File: config.mk
export PLATFORM = sky130hd
export DESIGN_NAME = icache_refill_ctrl
export DESIGN_NICKNAME = d
export VERILOG_FILES = /design/src/rtl/icache_refill_ctrl_pkg.sv /design/src/rtl/icache_line_buffer.sv /design/src/rtl/icache_refill_ctrl.sv
export SDC_FILE = /design/constraint.sdc
export NUM_CORES = 1
export LEC_CHECK = 0
export ABC_AREA = 1
export CAP_MARGIN = 30
export CORE_MARGIN = 2
export CORE_UTILIZATION = 35
export CTS_BUF_LIST = sky130_fd_sc_hd__clkbuf_8
export CTS_CLUSTER_SIZE = 25
export DETAILED_ROUTE_END_ITERATION = 8
export HOLD_SLACK_MARGIN = 0.02
export PLACE_DENSITY = 0.62
export REMOVE_ABC_BUFFERS = 1
export SLEW_MARGIN = 20
export SYNTH_ARGS = -nofsm -noshare
export SYNTH_HDL_FRONTEND = slang
export SYNTH_SLANG_ARGS = --single-unit
File: constraint.sdc
create_clock -name clk -period 6.25 [get_ports clk]
set_input_delay 1.875 -clock clk [delete_from_list [all_inputs] [get_ports clk]]
set_output_delay 1.875 -clock clk [all_outputs]
set_load 0.05 [all_outputs]
File: src/rtl/icache_refill_ctrl_pkg.sv
// rtl/icache_refill_ctrl_pkg.sv - shared encodings and widths for the I-cache refill path
// Purpose: refill FSM state encodings and line geometry. The Cache imports this
//          package too, so both sides agree on the line width.
// Ports:   none (package).
package icache_refill_ctrl_pkg;

    localparam logic [1:0] ST_IDLE  = 2'd0;
    localparam logic [1:0] ST_FETCH = 2'd1;
    localparam logic [1:0] ST_FILL  = 2'd2;

    localparam int LINE_OFFSET_BITS = 4;
    localparam int WORD_SEL_BITS    = 2;
    localparam int CACHE_LINE_W     = 128;

endpackage

File: src/rtl/icache_line_buffer.sv
// rtl/icache_line_buffer.sv - refill line buffer, write one word by index, read whole line
// Purpose: collects the memory beats of one cache line.
// Ports:   clk, rst (sync, active-high), we/idx/wdata write one word,
//          line presents all words in parallel (word k at [WORD_W*k +: WORD_W]).
module icache_line_buffer #(
    parameter int WORD_W     = 32,
    parameter int LINE_WORDS = 4,
    parameter int IDX_W      = 2
) (
    input  logic                         clk,
    input  logic                         rst,
    input  logic                         we,
    input  logic [IDX_W-1:0]             idx,
    input  logic [WORD_W-1:0]            wdata,
    output logic [WORD_W*LINE_WORDS-1:0] line
);

    logic [WORD_W-1:0] words [LINE_WORDS];

    always_ff @(posedge clk) begin
        if (rst) begin
            for (int i = 0; i < LINE_WORDS; i++) begin
                words[i] <= '0;
            end
        end else if (we) begin
            words[idx] <= wdata;
        end
    end

    always_comb begin
        line = '0;
        for (int i = 0; i < LINE_WORDS; i++) begin
            line[i*WORD_W +: WORD_W] = words[i];
        end
    end

endmodule

File: src/rtl/icache_refill_ctrl.sv
// rtl/icache_refill_ctrl.sv - instruction cache miss handler and line refill controller
// Purpose: on a fetch miss, stalls fetch, reads one line from memory as four
//          beats over a req/valid handshake, then writes it to the Cache with a
//          one-cycle fill_we strobe.
// Ports:   clk, rst (sync, active-high)
//          fetch_valid, fetch_addr, cache_hit  - fetch stage / Cache lookup
//          stall                               - freeze PC and IF/ID
//          mem_req, mem_addr, mem_valid, mem_rdata - memory beat handshake
//          fill_we, address, dataLine          - Cache line write
//          miss_count (only with ICACHE_MISS_CNT_EN defined) - refills started
// Config:  ICACHE_MISS_CNT_EN adds the miss_count output and counter.
module icache_refill_ctrl
    import icache_refill_ctrl_pkg::*;
#(
    parameter int ADDR_W     = 32,
    parameter int WORD_W     = 32,
    parameter int LINE_WORDS = 4
) (
    input  logic                         clk,
    input  logic                         rst,
    input  logic                         fetch_valid,
    input  logic [ADDR_W-1:0]            fetch_addr,
    input  logic                         cache_hit,
    output logic                         stall,
    output logic                         mem_req,
    output logic [ADDR_W-1:0]            mem_addr,
    input  logic                         mem_valid,
    input  logic [WORD_W-1:0]            mem_rdata,
    output logic                         fill_we,
    output logic [ADDR_W-1:0]            address,
`ifdef ICACHE_MISS_CNT_EN
    output logic [31:0]                  miss_count,
`endif
    output logic [WORD_W*LINE_WORDS-1:0] dataLine
);

    localparam int LINE_W        = WORD_W * LINE_WORDS;
    localparam int BYTE_SEL_BITS = LINE_OFFSET_BITS - WORD_SEL_BITS;
    localparam logic [ADDR_W-1:0] OFFSET_MASK = ADDR_W'((1 << LINE_OFFSET_BITS) - 1);
    localparam logic [WORD_SEL_BITS-1:0] LAST_BEAT = WORD_SEL_BITS'(LINE_WORDS - 1);

    logic [1:0]               state;
    logic [WORD_SEL_BITS-1:0] beat;
    logic [ADDR_W-1:0]        base;
    logic [ADDR_W-1:0]        address_q;
    logic [LINE_W-1:0]        line_q;
    logic [LINE_W-1:0]        line_buf;
    logic                     miss;
    logic                     beat_done;

    assign miss      = fetch_valid & ~cache_hit;
    assign beat_done = (state == ST_FETCH) & mem_valid;

    always_ff @(posedge clk) begin
        if (rst) begin
            state     <= ST_IDLE;
            beat      <= '0;
            base      <= '0;
            address_q <= '0;
            line_q    <= '0;
        end else begin
            case (state)
                ST_IDLE: begin
                    if (miss) begin
                        base  <= fetch_addr & ~OFFSET_MASK;
                        beat  <= '0;
                        state <= ST_FETCH;
                    end
                end
                ST_FETCH: begin
                    if (mem_valid) begin
                        if (beat == LAST_BEAT) begin
                            state <= ST_FILL;
                        end else begin
                            beat <= beat + 1'b1;
                        end
                    end
                end
                ST_FILL: begin
                    // Capture what the Cache was handed so the outputs hold
                    // steady while the buffer is reused by the next refill.
                    address_q <= base;
                    line_q    <= line_buf;
                    state     <= ST_IDLE;
                end
                default: state <= ST_IDLE;
            endcase
        end
    end

    icache_line_buffer #(
        .WORD_W     (WORD_W),
        .LINE_WORDS (LINE_WORDS),
        .IDX_W      (WORD_SEL_BITS)
    ) u_line_buffer (
        .clk   (clk),
        .rst   (rst),
        .we    (beat_done),
        .idx   (beat),
        .wdata (mem_rdata),
        .line  (line_buf)
    );

    assign mem_req  = (state == ST_FETCH);
    // base has a zero line offset, so OR-ing the word index is base + 4*beat
    // and can never carry out of the line.
    assign mem_addr = mem_req ? (base | (ADDR_W'(beat) << BYTE_SEL_BITS)) : '0;
    assign fill_we  = (state == ST_FILL);
    assign address  = fill_we ? base : address_q;
    assign dataLine = fill_we ? line_buf : line_q;
    assign stall    = (state != ST_IDLE) | miss;

`ifdef ICACHE_MISS_CNT_EN
    always_ff @(posedge clk) begin
        if (rst) begin
            miss_count <= '0;
        end else if ((state == ST_IDLE) && miss) begin
            miss_count <= miss_count + 32'd1;
        end
    end
`endif

endmodule

# After elaboration in Yosys (flattened, before gate mapping)

Memory sizes are Yosys's and may differ from the RTL's.
Index checks and enable logic that the tools add are counted.

Memory bits (writable): 128
Output and inout port bits: 195
Logic and storage cells: 45
Memories: 1
Register bits: 192
Bits of input ports: 69

Memories:

| name                | words | width | read ports | clocked after Yosys merged registers in | write ports | RTL line                 | RTL |
|---|---|---|---|---|---|---|---|
| u_line_buffer.words | 4     | 32    | 4          | 0                                       | 4           | icache_line_buffer.sv:18 | `logic [WORD_W-1:0] words [LINE_WORDS];` |

Bitwise logic cells: 5
Equality and inequality tests: 7
Add/subtract/negate cells: 1
Multiplexer cells: 19
Reduce and logical (&&, ||, !) cells: 7

Operators with widths:

| cell                | number |
|---|---|
| $mux 128            | 1 |
| $mux 32             | 3 |
| $or 32x4->32        | 1 |
| $reduce_or 32->1    | 1 |
| $mux 2              | 7 |
| $pmux 2 s2          | 2 |
| $mux 1              | 6 |
| $eq 2x2->1 const B  | 2 |
| $ne 2x1->1 const B  | 2 |
| $ne 2x2->1 const B  | 2 |
| $reduce_and 4->1    | 1 |
| $reduce_bool 2->1   | 2 |
| $reduce_and 3->1    | 1 |
| $add 2x1->2 const B | 1 |
| $and 1x1->1         | 2 |
| $eq 2x1->1 const B  | 1 |
| $logic_not 2->1     | 1 |
| $reduce_and 2->1    | 1 |
| $not 1->1           | 1 |
| $or 1x1->1          | 1 |

# Logic depth before layout (Yosys ltp)

Word-level depth: 7
Mapped depth: 8
Depth with buffers taken out: 7

# Hierarchy

A second synthesis with hierarchy kept.

Cell total of the unflattened synthesis: 1363
Area, all modules: 13120.1 um^2

Modules (own cells, without submodules):

| module             | instances | area an instance (um^2) | sequential area each (um^2) | cells an instance |
|---|---|---|---|---|
| icache_refill_ctrl | 1         | 8429.3                  | 3843.7                      | 1049 |
| icache_line_buffer | 1         | 4690.7                  | 3843.7                      | 314 |

# Least setup slack after synthesis

Ideal clock, no wire load.

Path type: input-to-output
Start: input cache_hit
End: output stall
Stages: 3
Data arrival time: 2.324 ns
Setup slack: 2.051 ns
Cells stage by stage: inv_1 > nand2_1 > nand2_1

Longest elaborated chain between the ends: 3

Ends and longest elaborated chain:

| item               | RTL line                  | RTL |
|---|---|---|
| start: declaration | icache_refill_ctrl.sv:23  | `input logic cache_hit,` |
| $not 1->1          | icache_refill_ctrl.sv:51  | `assign miss = fetch_valid & ~cache_hit;` |
| $and 1x1->1        | icache_refill_ctrl.sv:51  |  |
| $or 1x1->1         | icache_refill_ctrl.sv:111 | `assign stall = (state != ST_IDLE) \| miss;` |
| end: declaration   | icache_refill_ctrl.sv:24  | `output logic stall,` |

No other way between the ends.

# Worst setup path after layout

Start: register state[0]
End: output dataLine[68]

Longest elaborated chain between the ends: 2

Ends and longest elaborated chain:

| item                     | RTL line                  | RTL |
|---|---|---|
| start: declaration       | icache_refill_ctrl.sv:42  | `logic [1:0] state;` |
| start signal: assignment | icache_refill_ctrl.sv:56  | `state <= ST_IDLE;` |
| start signal: assignment | icache_refill_ctrl.sv:67  | `state <= ST_FETCH;` |
| start signal: assignment | icache_refill_ctrl.sv:73  | `state <= ST_FILL;` |
| $eq 2x2->1               | icache_refill_ctrl.sv:108 | `assign fill_we = (state == ST_FILL);` |
| $mux 128                 | n/a                       |  |
| end: declaration         | icache_refill_ctrl.sv:34  | `output logic [WORD_W*LINE_WORDS-1:0] dataLine` |

No other way between the ends.

==> results.json <==
{
  "status": "completed",
  "final_nets": 1679,
  "cellLeakagePower_nw": 8.06,
  "fin_crit_ns": 5.81,
  "finalSetupTns_ns": 0,
  "die_width_um": 193,
  "cts_root_buffer": "clkbuf_8",
  "grt_pass1_wl_mm": 49.4,
  "dp_cells": 2014,
  "syn_to_final_growth_pct": 32.8,
  "chipHeight_um": 193,
  "dieArea_um2": 37100,
  "io_pins": 264,
  "layout_commonest_cell": "nor2_1",
  "crit_type": "reg -> out",
  "swShare_pct": 22.7,
  "cts_setup_buffers": 0,
  "net-switching-power_mw": 0.993,
  "nFillCells": 3393,
  "dp_hpwl_mm": 19.3,
  "drive_above_1_share_pct": 7.19,
  "cp.arrival_ns": 3.94,
  "max_freq_ghz": 0.172,
  "clkPwrFrac_pct": 43.5,
  "maxCapViolations": 0,
  "antennaDiodeCount": 0,
  "fin_hold_ws_ns": 0.440,
  "syn-cell-area_um2": 12400,
  "numCtsBuffers": 54,
  "worst_slack_ns": 0.439,
  "first_pass_iters": 7,
  "crit_path_max_fanout": 73,
  "clock_sinks": 320,
  "yosys_warnings": 0,
  "cts_hold_buf": 0,
  "clock_path_buffers": 3,
  "via_count": 9398,
  "initial_core_util_pct": 35.2,
  "period_share_pct": 93.0,
  "placement_rows": 69,
  "grtUsageTotal_pct": 17.1,
  "worst_ep_required_time_ns": 4.38,
  "synth_area_per_cell_um2": 9.16,
  "cts_tree": "yes",
  "synth_seq_cells": 320,
  "ir_drop_uv": 142,
  "core-area_um2": 35300,
  "start_kind": "flip-flop",
  "min_path_type": "reg -> reg",
  "max_slew_margin_pct": 42.0,
  "powerDensity_nw_per_um2": 264,
  "routed_wl_mm": 31.9,
  "drt_iter0_drc": 420,
  "drt-wirelength-per-cell_um": 15.1,
  "fin_cells": 2115,
  "gp_congestion": 0.752,
  "power_mw": 4.37,
  "grt_max_degree": 101,
  "syn_inst": 1358,
  "place_worst_setup_slack_ns": 0.984,
  "insertion_delay_ns": 0.57,
  "worstMarginPinSlew_ns": 0.870,
  "antenna_found_initial": 1,
  "fin_worst_skew_ns": 0.0207,
  "grt-ovfl-total": 0,
  "ys_seq_area_share_pct": 61.8,
  "p_seq_share_pct": 51.2,
  "hold_violations": 0,
  "finalSetupViolations": 0,
  "crit_path_end_kind": "output port",
  "slew_viol_final": 0,
  "route.detailed.drc": 0,
  "htree_levels": 2,
  "rsz0062_at_grt": "false",
  "synth_cell_types": 29,
  "clk_pin_slew_ns": 0.06,
  "antenna_left": 0,
  "portBuffers": 257,
  "grt_pass1_vias": 9399,
  "vias_per_cell": 4.44,
  "cts-resized-gates": 0,
  "comb_power_share_pct": 5.3,
  "intPower_mw": 3.37,
  "final_cell_mix": "nor2_1 (325), clkdlybuf4s50_1 (256), inv_1 (254)"
}
-- metal layers --
metal / up-vias / GRT usage (%) / wire, um / part of all wire (%)
met5: - / 0 / 15 / 0.047
met4: 2 / 4.58 / 610 / 1.9
met3: 57 / 5.86 / 2790 / 8.7
met2: 281 / 28.2 / 14500 / 45
met1: 4374 / 21.3 / 14000 / 44
li1: 4684 / - / - / -
-- layout make-up --
class,count,area [um^2],share of cell area (%)
clock buffer,66,908,5.50
timing repair buffer,273,2790,16.9
clock inverter,35,215,1.30
sequential,320,7690,46.5
tap,461,577,3.49
multi-input combinational,727,3460,21.0
inverter,233,877,5.31
-- power by group through the flow --
| stage | clock [mW] | combinational [mW] | sequential (mW) |
|---|---|---|---|
| 2_1_floorplan | 0 | 0.107 | 2.28 |
| 3_3_place_gp | 0 | 0.223 | 2.28 |
| 3_5_place_dp | 0 | 0.234 | 2.28 |
| 4_1_cts | 1.97 | 0.235 | 2.24 |
| 5_1_grt | 2.05 | 0.253 | 2.24 |
| 6_report | 1.90 | 0.231 | 2.24 |
-- cell families (layout without fill, tap and decap cells) --
family	count (synthesis)	after routing	share of synthesized area [%]
AOI/OAI and AO/OA	215	215	8.70
and+or+nand+nor	509	509	18.8
other	1	2	0.0301
buffers and inverters	312	607	10.5
DFF	320	320	61.8
adders and majority gates	1	1	0.101
-- Yosys cell counts, drive strengths merged --
cell    count  share of area (%)
nand3       5               0.24
dfxtp     192                 31
o21ai     184                7.4
nand4       2               0.10
conb        1              0.030
nor2      327                9.9
nand2      15               0.53
o211ai      1              0.060
inv       233                7.0
or2       156                7.8
clkbuf     50                1.6
edfxtp    128                 31
buf        29                1.9
a21oi      30                1.2
ha          1               0.10
nor3        4               0.16
-- path summary, 6_finish.rpt --
check,start,endpoint,slack (ns),cells past startpoint
worst max-delay path,state[0]$_SDFFE_PP0P_,dataLine[68],0.44,7
worst min register to register,address_q[0]$_SDFF_PP0_,address_q[0]$_SDFF_PP0_,0.44,2
worst max register to register,state[0]$_SDFFE_PP0P_,u_line_buffer.words[1][7]$_SDFFCE_PN0P_,3.52,7
worst min-delay path,address_q[0]$_SDFF_PP0_,address_q[0]$_SDFF_PP0_,0.44,2
-- worst max-delay path, stage by stage (launching register included) --
cell and delay, ns:
dfxtp_1 0.44, inv_2 0.10, nand2_4 0.38, buf_4 0.51, buf_4 0.67, o21ai_0 0.24
inv_1 0.15, clkdlybuf4s50_1 0.82
-- through the flow --
stage	utilization (%)	instance area (um^2)
floorplan	-	12000
global placement	43.2	15300
detailed placement	43.6	15400
CTS	46.8	16500
global route	46.8	16500
finish	46.8	16500
-- state kept, by name, indices dropped and copies added (netlist names) --
signal / count
line_q: 128
u_line_buffer.words: 128
address_q: 32
base: 28
beat: 2
state: 2
Note: power is estimated with default switching activity, not from simulation.
